## src/rtl/switch_allocator.sv

```systemverilog
// Separable per-output switch allocator for a wormhole crossbar: round-robin
// arbitration among requesters, with the output locked to its winner until the tail flit.
module switch_allocator #(
  parameter int INPUT_NUM  = 4,
  parameter int OUTPUT_NUM = 4,
  localparam int SEL_SIZE  = $clog2(INPUT_NUM),
  localparam int PORT_SIZE = $clog2(OUTPUT_NUM)
) (
  input  logic                                  clk,
  input  logic                                  rst,
  input  logic [INPUT_NUM-1:0]                  req_i,
  input  logic [INPUT_NUM-1:0][PORT_SIZE-1:0]   out_port_i,
  input  logic [INPUT_NUM-1:0]                  tail_i,
  input  logic [OUTPUT_NUM-1:0]                 out_ready_i,
  output logic [INPUT_NUM-1:0]                  grant_o,
  output logic [OUTPUT_NUM-1:0][SEL_SIZE-1:0]   sel_o,
  output logic [OUTPUT_NUM-1:0]                 valid_o
);

  localparam logic [0:0] IDLE   = 1'b0;
  localparam logic [0:0] LOCKED = 1'b1;

  logic [0:0]          state   [OUTPUT_NUM];
  logic [SEL_SIZE-1:0] owner   [OUTPUT_NUM];
  logic [SEL_SIZE-1:0] ptr     [OUTPUT_NUM];
  logic [SEL_SIZE-1:0] win     [OUTPUT_NUM];
  logic [SEL_SIZE-1:0] nxt_ptr [OUTPUT_NUM];
  logic [OUTPUT_NUM-1:0] gnt;

  always_comb begin
    logic [INPUT_NUM-1:0] cand;
    logic                 found;
    int unsigned          idx;
    grant_o = '0;
    gnt     = '0;
    for (int unsigned o = 0; o < OUTPUT_NUM; o++) begin
      win[o]     = '0;
      nxt_ptr[o] = '0;
      cand       = '0;
      found      = 1'b0;
      idx        = 0;
      // Reset gates candidates so grant_o drops immediately, without a clock.
      for (int unsigned i = 0; i < INPUT_NUM; i++)
        cand[i] = rst && req_i[i] && out_ready_i[o] && (out_port_i[i] == PORT_SIZE'(o));
      if (state[o] == LOCKED) begin
        gnt[o] = cand[owner[o]];
        win[o] = owner[o];
      end else begin
        for (int unsigned j = 0; j < INPUT_NUM; j++) begin
          idx = (32'(ptr[o]) + j) % INPUT_NUM;
          if (!found && cand[SEL_SIZE'(idx)]) begin
            found  = 1'b1;
            gnt[o] = 1'b1;
            win[o] = SEL_SIZE'(idx);
          end
        end
      end
      nxt_ptr[o] = SEL_SIZE'((32'(win[o]) + 1) % INPUT_NUM);
      if (gnt[o])
        grant_o[win[o]] = 1'b1;
    end
  end

  always_ff @(posedge clk or negedge rst) begin
    if (!rst) begin
      for (int unsigned o = 0; o < OUTPUT_NUM; o++) begin
        state[o] <= IDLE;
        owner[o] <= '0;
        ptr[o]   <= '0;
      end
      sel_o   <= '0;
      valid_o <= '0;
    end else begin
      for (int unsigned o = 0; o < OUTPUT_NUM; o++) begin
        valid_o[o] <= gnt[o];
        sel_o[o]   <= gnt[o] ? win[o] : '0;
        if (gnt[o]) begin
          if (tail_i[win[o]]) begin
            state[o] <= IDLE;
            ptr[o]   <= nxt_ptr[o];
          end else begin
            state[o] <= LOCKED;
            owner[o] <= win[o];
          end
        end
      end
    end
  end

endmodule

```

## config.mk

```make
export PLATFORM = sky130hd
export DESIGN_NAME = switch_allocator
export DESIGN_NICKNAME = d
export VERILOG_FILES = /design/src/rtl/switch_allocator.sv
export SDC_FILE = /design/constraint.sdc
export NUM_CORES = 1
export LEC_CHECK = 0
export BUFFER_PORTS_ARGS = -buffer_cell sky130_fd_sc_hd__buf_2
export CORE_UTILIZATION = 55
export CTS_CLUSTER_SIZE = 8
export DETAILED_ROUTE_END_ITERATION = 7
export PLACE_DENSITY_LB_ADDON = 0.1
export REMOVE_ABC_BUFFERS = 1
export SYNTH_ARGS = -nofsm -noshare
export SYNTH_HDL_FRONTEND = slang
export SYNTH_SLANG_ARGS = --single-unit
```

## constraint.sdc

```tcl
create_clock -name clk -period 6.8 [get_ports clk]
set_clock_uncertainty 0.15 [all_clocks]
set_input_delay 1.02 -clock clk [delete_from_list [all_inputs] [get_ports clk]]
set_output_delay 1.02 -clock clk [all_outputs]
set_load 0.05 [all_outputs]
```

==> results of run 1 <==
-- worst reg2reg max path, delay by kind of cell, from the launching register on --
family,cells,cell delay [ps]
flip-flops,1,460
AND/OR/NAND/NOR,2,540
multiplexers,2,510
AO/OA/AOI/OAI,4,1180
-- state kept, by name, summed over array words and instances (netlist names) --
register / count
state: 4
owner: 8
sel_o: 8
ptr: 8
valid_o: 4
-- kinds of logic after synthesis --
group	count (synthesis)	synth area share
buffers and inverters	33	0.0513
multiplexers	20	0.0958
AND/OR/NAND/NOR	144	0.278
adder cells (fa/ha/maj)	16	0.0733
flip-flops	32	0.293
AO/OA/AOI/OAI	68	0.209
-- report_power, final --
| group | switching [W] | total, W | internal [W] | leakage [nW] |
|---|---|---|---|---|
| clock | 0.0000714 | 0.000152 | 0.0000807 | 0.0510 |
| combinational | 0.000482 | 0.000734 | 0.000252 | 1.02 |
| sequential | 0.0000862 | 0.000353 | 0.000267 | 0.383 |
-- cells in the mapped netlist, types with 2 or more instances --
library cell / instances
inv_2: 2
dfrtp_1: 32
clkbuf_1: 3
nor3_2: 2
ha_1: 16
nand4b_1: 2
mux2_2: 4
a222oi_1: 5
inv_1: 23
o2bb2ai_1: 5
and3b_1: 4
nand3b_1: 2
or3_1: 4
nand3_1: 13
o21a_1: 2
or4_1: 2
and3_1: 5
mux2i_1: 10
nand4_1: 5
a2111o_1: 4
buf_6: 2
o21ai_0: 11
nand2b_1: 7
mux4_2: 4
a32oi_2: 2
nor2b_1: 6
or2_2: 2
o41ai_1: 2
nand2_1: 47
a32o_1: 3
nor3_1: 8
nor2_1: 21
and4b_1: 3
and2_1: 4
a21oi_1: 13
a32oi_1: 2
-- layer usage --
layer,global-route usage,part of all wire
met5,0,0
met3,0.0569,0.050
met2,0.449,0.46
met1,0.388,0.46
met4,0.133,0.032
-- metrics by stage --
| stage | util | cells |
|---|---|---|
| detailed placement | 0.625 | 412 |
| finish | 0.644 | 420 |
| global placement | 0.625 | 412 |
| global route | 0.644 | 420 |
| floorplan | - | 306 |
| CTS | 0.644 | 420 |
-- layout make-up --
class,instances,share of cell area
clock buffer,6,0.0269
clock inverter,2,0.00327
inverter,26,0.0318
multi-input combinational,248,0.584
sequential,32,0.261
tap,67,0.0274
timing repair buffer,39,0.0653
-- how the worst min path moves through the flow --
stage | startpoint | endpoint | slack [ps] | cells past startpoint
detailed placement | owner[7]$_DFFE_PN0P_ | owner[7]$_DFFE_PN0P_ | 380 | 1
global placement | owner[1]$_DFFE_PN0P_ | owner[1]$_DFFE_PN0P_ | 360 | 1
global route | owner[7]$_DFFE_PN0P_ | owner[7]$_DFFE_PN0P_ | 430 | 1
finish | owner[7]$_DFFE_PN0P_ | owner[7]$_DFFE_PN0P_ | 390 | 1
floorplan | owner[4]$_DFFE_PN0P_ | owner[4]$_DFFE_PN0P_ | 340 | 1
CTS | owner[7]$_DFFE_PN0P_ | owner[7]$_DFFE_PN0P_ | 390 | 1
==> metrics.txt, run 1 <==
Max clock buf depth=2; syn_area_per_cell=slightly below 9 sq um; CP Max Fanout=49; initial antenna violation count=0; Worst-Margin Slew=~960 ps; Bufs and invs on worst path=2; Setup TNS=0 ps; RePlAce Congestion=0.916; crit-path max cell delay=around 700 ps; Worst Setup SP=rst; overall power consumption=between 0.001 and 0.0015 W; DRC Markers=0; hold_buf cts=0; worst-case reg-to-reg path depth=8; top cell type's share of synthesized area=0.293; Row Count=25; peak supply drop=252 uV; share of cells above drive strength 1=0.207; Die Y=between 70 and 80 microns; DP Area=just under 3000 sq um; FFs w/ async S/R, synth=1.00; RSZ-0062 raised after global routing=false; RR Endpoint=owner[7]$_DFFE_PN0P_; status=finished, final reports clean; Cells after Synth=313; Final Cycle Share=0.802; Post-Syn Area=around 2700 sq um; drt first pass iters=5; nets@finish=slightly below 400; Post-synth EDFFs=0; CP Cell Sequence=buf_2 -> nand2_1 -> or3_1 -> and2_1 -> o31a_1 -> a211o_1 -> and2_1 -> ha_1 -> a222oi_1 -> nand2_1 -> buf_2; area grow syn2layout=12.2%; Worst R2R Setup Slack=about 3900 ps; n_diodes=0; critical path capture point=grant_o[1]; Startpoint Class=primary input; fmax=0.183 GHz; vias in the first global route=~2400; Setup violations, final=0; leading cell type in the layout, fill and taps excluded=nand2_1; cell family with most CP delay=simple AND/OR/NAND/NOR gates; Max-slew headroom=0.363; Arrival @ worst endpoint=4280 ps; FF+latch area=around 800 sq um; worst slack, placed=between 1000 and 1500 ps; Initial DRC Count=between 150 and 200; fillers=~420; IO Count=38; clock slew at reported path FFs=70 ps; TritonCTS clock tree=yes; Crit-path slowest cell=buf_2; Total GRT Usage=0.289; Pwr Density=slightly above 400 nW/um^2; Worst R2R Start=ptr[7]$_DFFE_PN0P_; Cell variety after synth=67; Most used DFF post-synth=dfrtp_1; critical path class=primary input to output port; worst endpoint required time=5630 ps; Resized Gates After CTS=0; first-pass GRT wire length=between 10000 and 15000 microns; Fin Hold WS=390 ps; area leader, netlist=dfrtp_1; final setup margin=1350 ps; Via Count=between 2000 and 3000; Yosys reg bits=32; WP depth=11; final hold violation count=0; most frequent cells in the layout=nand2_1 (47), buf_2 (37), dfrtp_1 (32); sequential area share after synthesis=0.293; Final Instance Area=a little over 3000 sq um; post-CTS setup buffer count=0; CTS H-tree depth=2; Leakage=about 1.5 nW; Synth area leaders=dfrtp_1 (29%), ha_1 (7.3%), nand2_1 (6.5%), mux2i_1 (3.7%), mux4_2 (3.3%); final worst path period need=5450 ps; core footprint=about 4800 sq um; Initial Util=0.574; CTS Buf Count=5; YS warnings=0; die width=72.5 microns; Clock Latency Late Sink=about 290 ps; dpl hpwl=around 5200 microns; Final ANT Viol Nets=0; drt total wl=6910 microns; buffers added on ports=37; max-capacitance violation count=0; Routed WL per cell=about 16 microns; CTS root buf=clkbuf_8; Worst Hold Class=flop to flop; full die area=about 5200 sq um; drt via density=a little over 6; grt ovf=0; clock sinks=32; Multi-input gate area=approximately 1800 sq um; crit path capture type=output port; Slew Viols, Final=0; pin count of the biggest net entering global routing=50
Note: power is estimated with default switching activity, not from simulation.
==> run 2, diff against run 1 <==
- CORE_UTILIZATION: 55 -> 53
- clock period: 6.8 -> 4.44 ns (I/O delays scaled with it)
==> run 2 against run 1 <==
  * Die area grew 3.7%
  * Clock power rose by 52%
  * First-iteration DRC count is 43% higher
  * Hold slack improved by 5.0 ps
  * Global-route usage decreased by 1.6 points
  * Largest cell class unchanged
  * Power rose by 54%
  * Worst setup slack got worse by 1100 ps
  * Register-to-register slack lost 2400 ps
==> metrics.txt, run 2 (synthesized netlist as in run 1, its figures left out) <==
Row Count=25; Fin Hold WS=around 400 ps; Via Count=around 2600; GRT met3 Usage=0.0439; CP Max Fanout=17; met1 usage=0.403; Worst-Margin Slew=1030 ps; core footprint=4850 sq um; CTS H-tree depth=2; full die area=5440 sq um; n_diodes=0; worst endpoint required time=between 3000 and 4000 ps; final hold violation count=0; RSZ-0062 raised after global routing=false; buffers added on ports=37; Resized Gates After CTS=0; peak supply drop=approximately 480 uV; CTS Buf Count=5; Crit-path slowest cell=or3_1; Arrival @ worst endpoint=between 3000 and 4000 ps; Die Y=about 74 microns; TritonCTS clock tree=yes; Routed WL per cell=between 15 and 20 microns; drt via density=around 6.1; Initial DRC Count=274; gr busiest metal=met1; Pwr Density=slightly above 600 nW/um^2; IO Count=38; Initial Util=0.563; initial antenna violation count=0; hold_buf cts=0; non-filler cells, final=roughly 420; Worst Hold Class=flop to flop; CTS root buf=clkbuf_8; first-pass GRT wire length=around 11000 microns; worst slack, placed=~300 ps; pin count of the biggest net entering global routing=34; fillers=about 440; Max clock buf depth=2; area grow syn2layout=12.4%; met2 Use GR=0.398; Startpoint Class=primary input; crit path capture type=output port; max-capacitance violation count=0; Clock Latency Late Sink=around 290 ps; Total GRT Usage=0.273; Largest regs=owner x8, ptr x8, sel_o x8; critical path class=primary input to output port; die width=between 70 and 80 microns; Setup violations, final=0; crit-path max cell delay=~380 ps; nets@finish=391; drt first pass iters=8; final setup margin=between 200 and 250 ps; share of cells above drive strength 1=0.203; vias in the first global route=about 2300; final worst path period need=4210 ps; DRC Markers=0; post-CTS setup buffer count=0; most frequent cells in the layout=nand2_1 (47), buf_2 (37), dfrtp_1 (32); Leakage=1.45 nW; clock slew at reported path FFs=approximately 60 ps; clock sinks=32; grt ovf=0; RePlAce Congestion=about 0.95; Slew Viols, Final=0; status=finished, final reports clean; Setup TNS=0 ps; drt total wl=approximately 7000 microns; Final ANT Viol Nets=0; Final Cycle Share=0.949; placed insts=roughly 410; dpl hpwl=between 5000 and 6000 microns; fmax=roughly 0.24 GHz; leading cell type in the layout, fill and taps excluded=nand2_1; Max-slew headroom=0.305; CP Cell Sequence=buf_2 -> nand2_2 -> or3_1 -> or3_1 -> a21oi_1 -> a211o_1 -> and2_1 -> inv_1 -> ha_1 -> a222oi_1 -> nand2_1 -> buf_2
run 2: cell count changes in the layout (fill, tap and decap cells not counted), sizes merged:
cell    delta
clkinv     -2
clkbuf     +2
buf        +1
run 2: layout make-up:
| class | instances | area, sq um | area share |
|---|---|---|---|
| clock buffers | 8 | 90.1 | 0.0294 |
| well taps | 67 | 83.8 | 0.0273 |
| repair buffers | 40 | 208 | 0.0677 |
| multi-input cells | 248 | 1790 | 0.583 |
| flip-flops and latches | 32 | 801 | 0.261 |
| inverters | 26 | 97.6 | 0.0318 |
run 2: worst paths after layout:
check,start,to,slack (ps),depth (start not counted)
setup / recovery,rst,grant_o[2],230,12
min in group asynchronous,rst,ptr[5]$_DFFE_PN0P_,540,2
hold / removal,owner[7]$_DFFE_PN0P_,owner[7]$_DFFE_PN0P_,400,1
max in group asynchronous,rst,sel_o[4]$_DFF_PN0_,3280,2
hold reg to reg,owner[7]$_DFFE_PN0P_,owner[7]$_DFFE_PN0P_,400,1
setup reg to reg,ptr[7]$_DFFE_PN0P_,owner[7]$_DFFE_PN0P_,1460,8
run 2: where the power goes:
group          internal [W]  switching (W)  total, W  leakage (nW)
clock              0.000126       0.000105  0.000231        0.0455
combinational      0.000388       0.000744   0.00113          1.03
sequential         0.000409       0.000141  0.000550         0.383
total              0.000923       0.000990   0.00191          1.45
run 2: metal layers:
| metal | part of all wire | vias up | wire [microns] |
|---|---|---|---|
| met1 | 0.50 | 1237 | 3520 |
| met3 | 0.049 | 11 | 342 |
| met2 | 0.43 | 91 | 3040 |
| met5 | 0 | - | 0 |
| met4 | 0.017 | 0 | 119 |
| li1 | - | 1235 | - |
run 2: metrics by stage:
step / instance area [sq um] / total power, W / utilization
floorplan: 2690 / 0.00137 / -
global placement: 2980 / 0.00166 / 0.614
detailed placement: 2980 / 0.00167 / 0.614
CTS: 3070 / 0.00191 / 0.633
global route: 3070 / 0.00205 / 0.633
finish: 3070 / 0.00191 / 0.633
run 2: critical path, delay by kind of cell:
kind | cells | cell delay [ps]
adder cells (fa/ha/maj) | 1 | 180
buffers and inverters | 3 | 590
AO/OA/AOI/OAI | 3 | 800
AND/OR/NAND/NOR | 5 | 1160
==> run 3, diff against run 2 <==
- CORE_UTILIZATION: 53 -> 51
- PLACE_DENSITY_LB_ADDON: 0.1 -> 0.12
==> run 3 against run 2 <==
  * Register-to-register slack lost 40 ps
  * Sequential share of layout area is essentially flat
  * Via count grew 0.19%
  * Critical path depth is the same
  * Sequential power is essentially flat
  * Design area grew 0.16%
  * Flip-flop and latch count is the same
  * Die area grew 3.8%
  * Power shrank 0.83%
  * Global-route usage grew 0.36 points
  * Clock power shrank 14%
==> metrics.txt, run 3 (synthesized netlist as in run 1, its figures left out) <==
pin count of the biggest net entering global routing=32; Row Count=26; most frequent cells in the layout=nand2_1 (47), buf_2 (37), dfrtp_1 (32); Final ANT Viol Nets=0; worst slack, placed=293 ps; CTS H-tree depth=2; Clock Latency Late Sink=between 200 and 300 ps; Initial Util=0.531; Setup violations, final=0; Worst Hold Class=primary input to asynchronous set/reset pin; CP Max Fanout=10; Worst-Margin Slew=1010 ps; CTS Buf Count=5; post-CTS setup buffer count=0; worst endpoint required time=~3600 ps; leading cell type in the layout, fill and taps excluded=nand2_1; CTS root buf=clkbuf_8; Max-slew headroom=0.315; Startpoint Class=primary input; share of cells above drive strength 1=0.209; grt ovf=0; clock slew at reported path FFs=roughly 60 ps; fmax=between 0.2 and 0.25 GHz; vias in the first global route=2281; first-pass GRT wire length=11400 microns; drt first pass iters=5; initial antenna violation count=0; dpl hpwl=5610 microns; Max clock buf depth=2; Setup TNS=0 ps; nets@finish=a little under 400; RSZ-0062 raised after global routing=false; Initial DRC Count=about 260; Arrival @ worst endpoint=3370 ps; peak supply drop=476 uV; Largest regs=owner x8, ptr x8, sel_o x8; Total GRT Usage=0.276; status=finished, final reports clean; hold_buf cts=0; buffers added on ports=37; DRC Markers=0; non-filler cells, final=approximately 420; final hold violation count=0; Leakage=between 1 and 1.5 nW; max-capacitance violation count=0; Routed WL per cell=around 17 microns; drt total wl=around 7300 microns; placed insts=between 400 and 500; final worst path period need=4190 ps; core footprint=roughly 5100 sq um; drt via density=a little over 6; die width=approximately 75 microns; area grow syn2layout=12.6%; IO Count=38; fillers=490; critical path class=primary input to output port; overall power consumption=around 0.0019 W; final setup margin=approximately 250 ps; n_diodes=0; crit path capture type=output port; Final Cycle Share=0.944; Via Count=2579; TritonCTS clock tree=yes; full die area=roughly 5600 sq um; Util after Layout=0.598; Die Y=around 75 microns; Slew Viols, Final=0; Resized Gates After CTS=0; Pwr Density=just over 600 nW/um^2; RePlAce Congestion=between 0.8 and 0.9; clock sinks=32
-- run 3: final timing paths --
path | to | slack [ps] | start | cells past startpoint
min in group clk | owner[7]$_DFFE_PN0P_ | 390 | owner[7]$_DFFE_PN0P_ | 1
worst max register to register | ptr[5]$_DFFE_PN0P_ | 1420 | ptr[5]$_DFFE_PN0P_ | 8
worst max-delay path | grant_o[2] | 250 | rst | 12
worst min-delay path | state[3]$_DFFE_PN0P_ | 310 | rst | 2
max in group asynchronous | sel_o[7]$_DFF_PN0_ | 3440 | rst | 2
worst min register to register | owner[7]$_DFFE_PN0P_ | 390 | owner[7]$_DFFE_PN0P_ | 1
-- run 3: power by group --
group | switching [W] | internal [W]
Clock | 0.0000967 | 0.000101
Combinational | 0.000749 | 0.000402
Sequential | 0.000140 | 0.000409
Total | 0.000985 | 0.000912
-- run 3: layout make-up --
| class | instances | area (sq um) | share of cell area |
|---|---|---|---|
| clock buffers | 5 | 68.8 | 0.0224 |
| flip-flops and latches | 32 | 801 | 0.260 |
| inverters | 26 | 97.6 | 0.0317 |
| well taps | 70 | 87.6 | 0.0285 |
| multi-input cells | 248 | 1790 | 0.582 |
| repair buffers | 43 | 230 | 0.0749 |
-- run 3: per-layer routing --
metal / global-route usage / part of all wire / wire, microns
met1: 0.381 / 0.47 / 3390
met2: 0.436 / 0.46 / 3310
met3: 0.0509 / 0.053 / 384
met4: 0.0988 / 0.023 / 167
met5: 0 / 0 / 0
-- run 3: stage by stage --
step                area, sq um  hold WS, ps
floorplan                  2690          220
global placement           3010          389
detailed placement         3010          380
CTS                        3070          295
global route               3070          306
finish                     3070          307
-- run 3: worst max-delay path, cell delays in order --
cell      delay, ps
buf_2           160
and3b_1         230
and3_1          250
or3_1           390
a21oi_1         290
a211o_1         230
and2_1          300
inv_1           100
ha_1            180
a222oi_1        270
nand2_1          70
buf_2           220
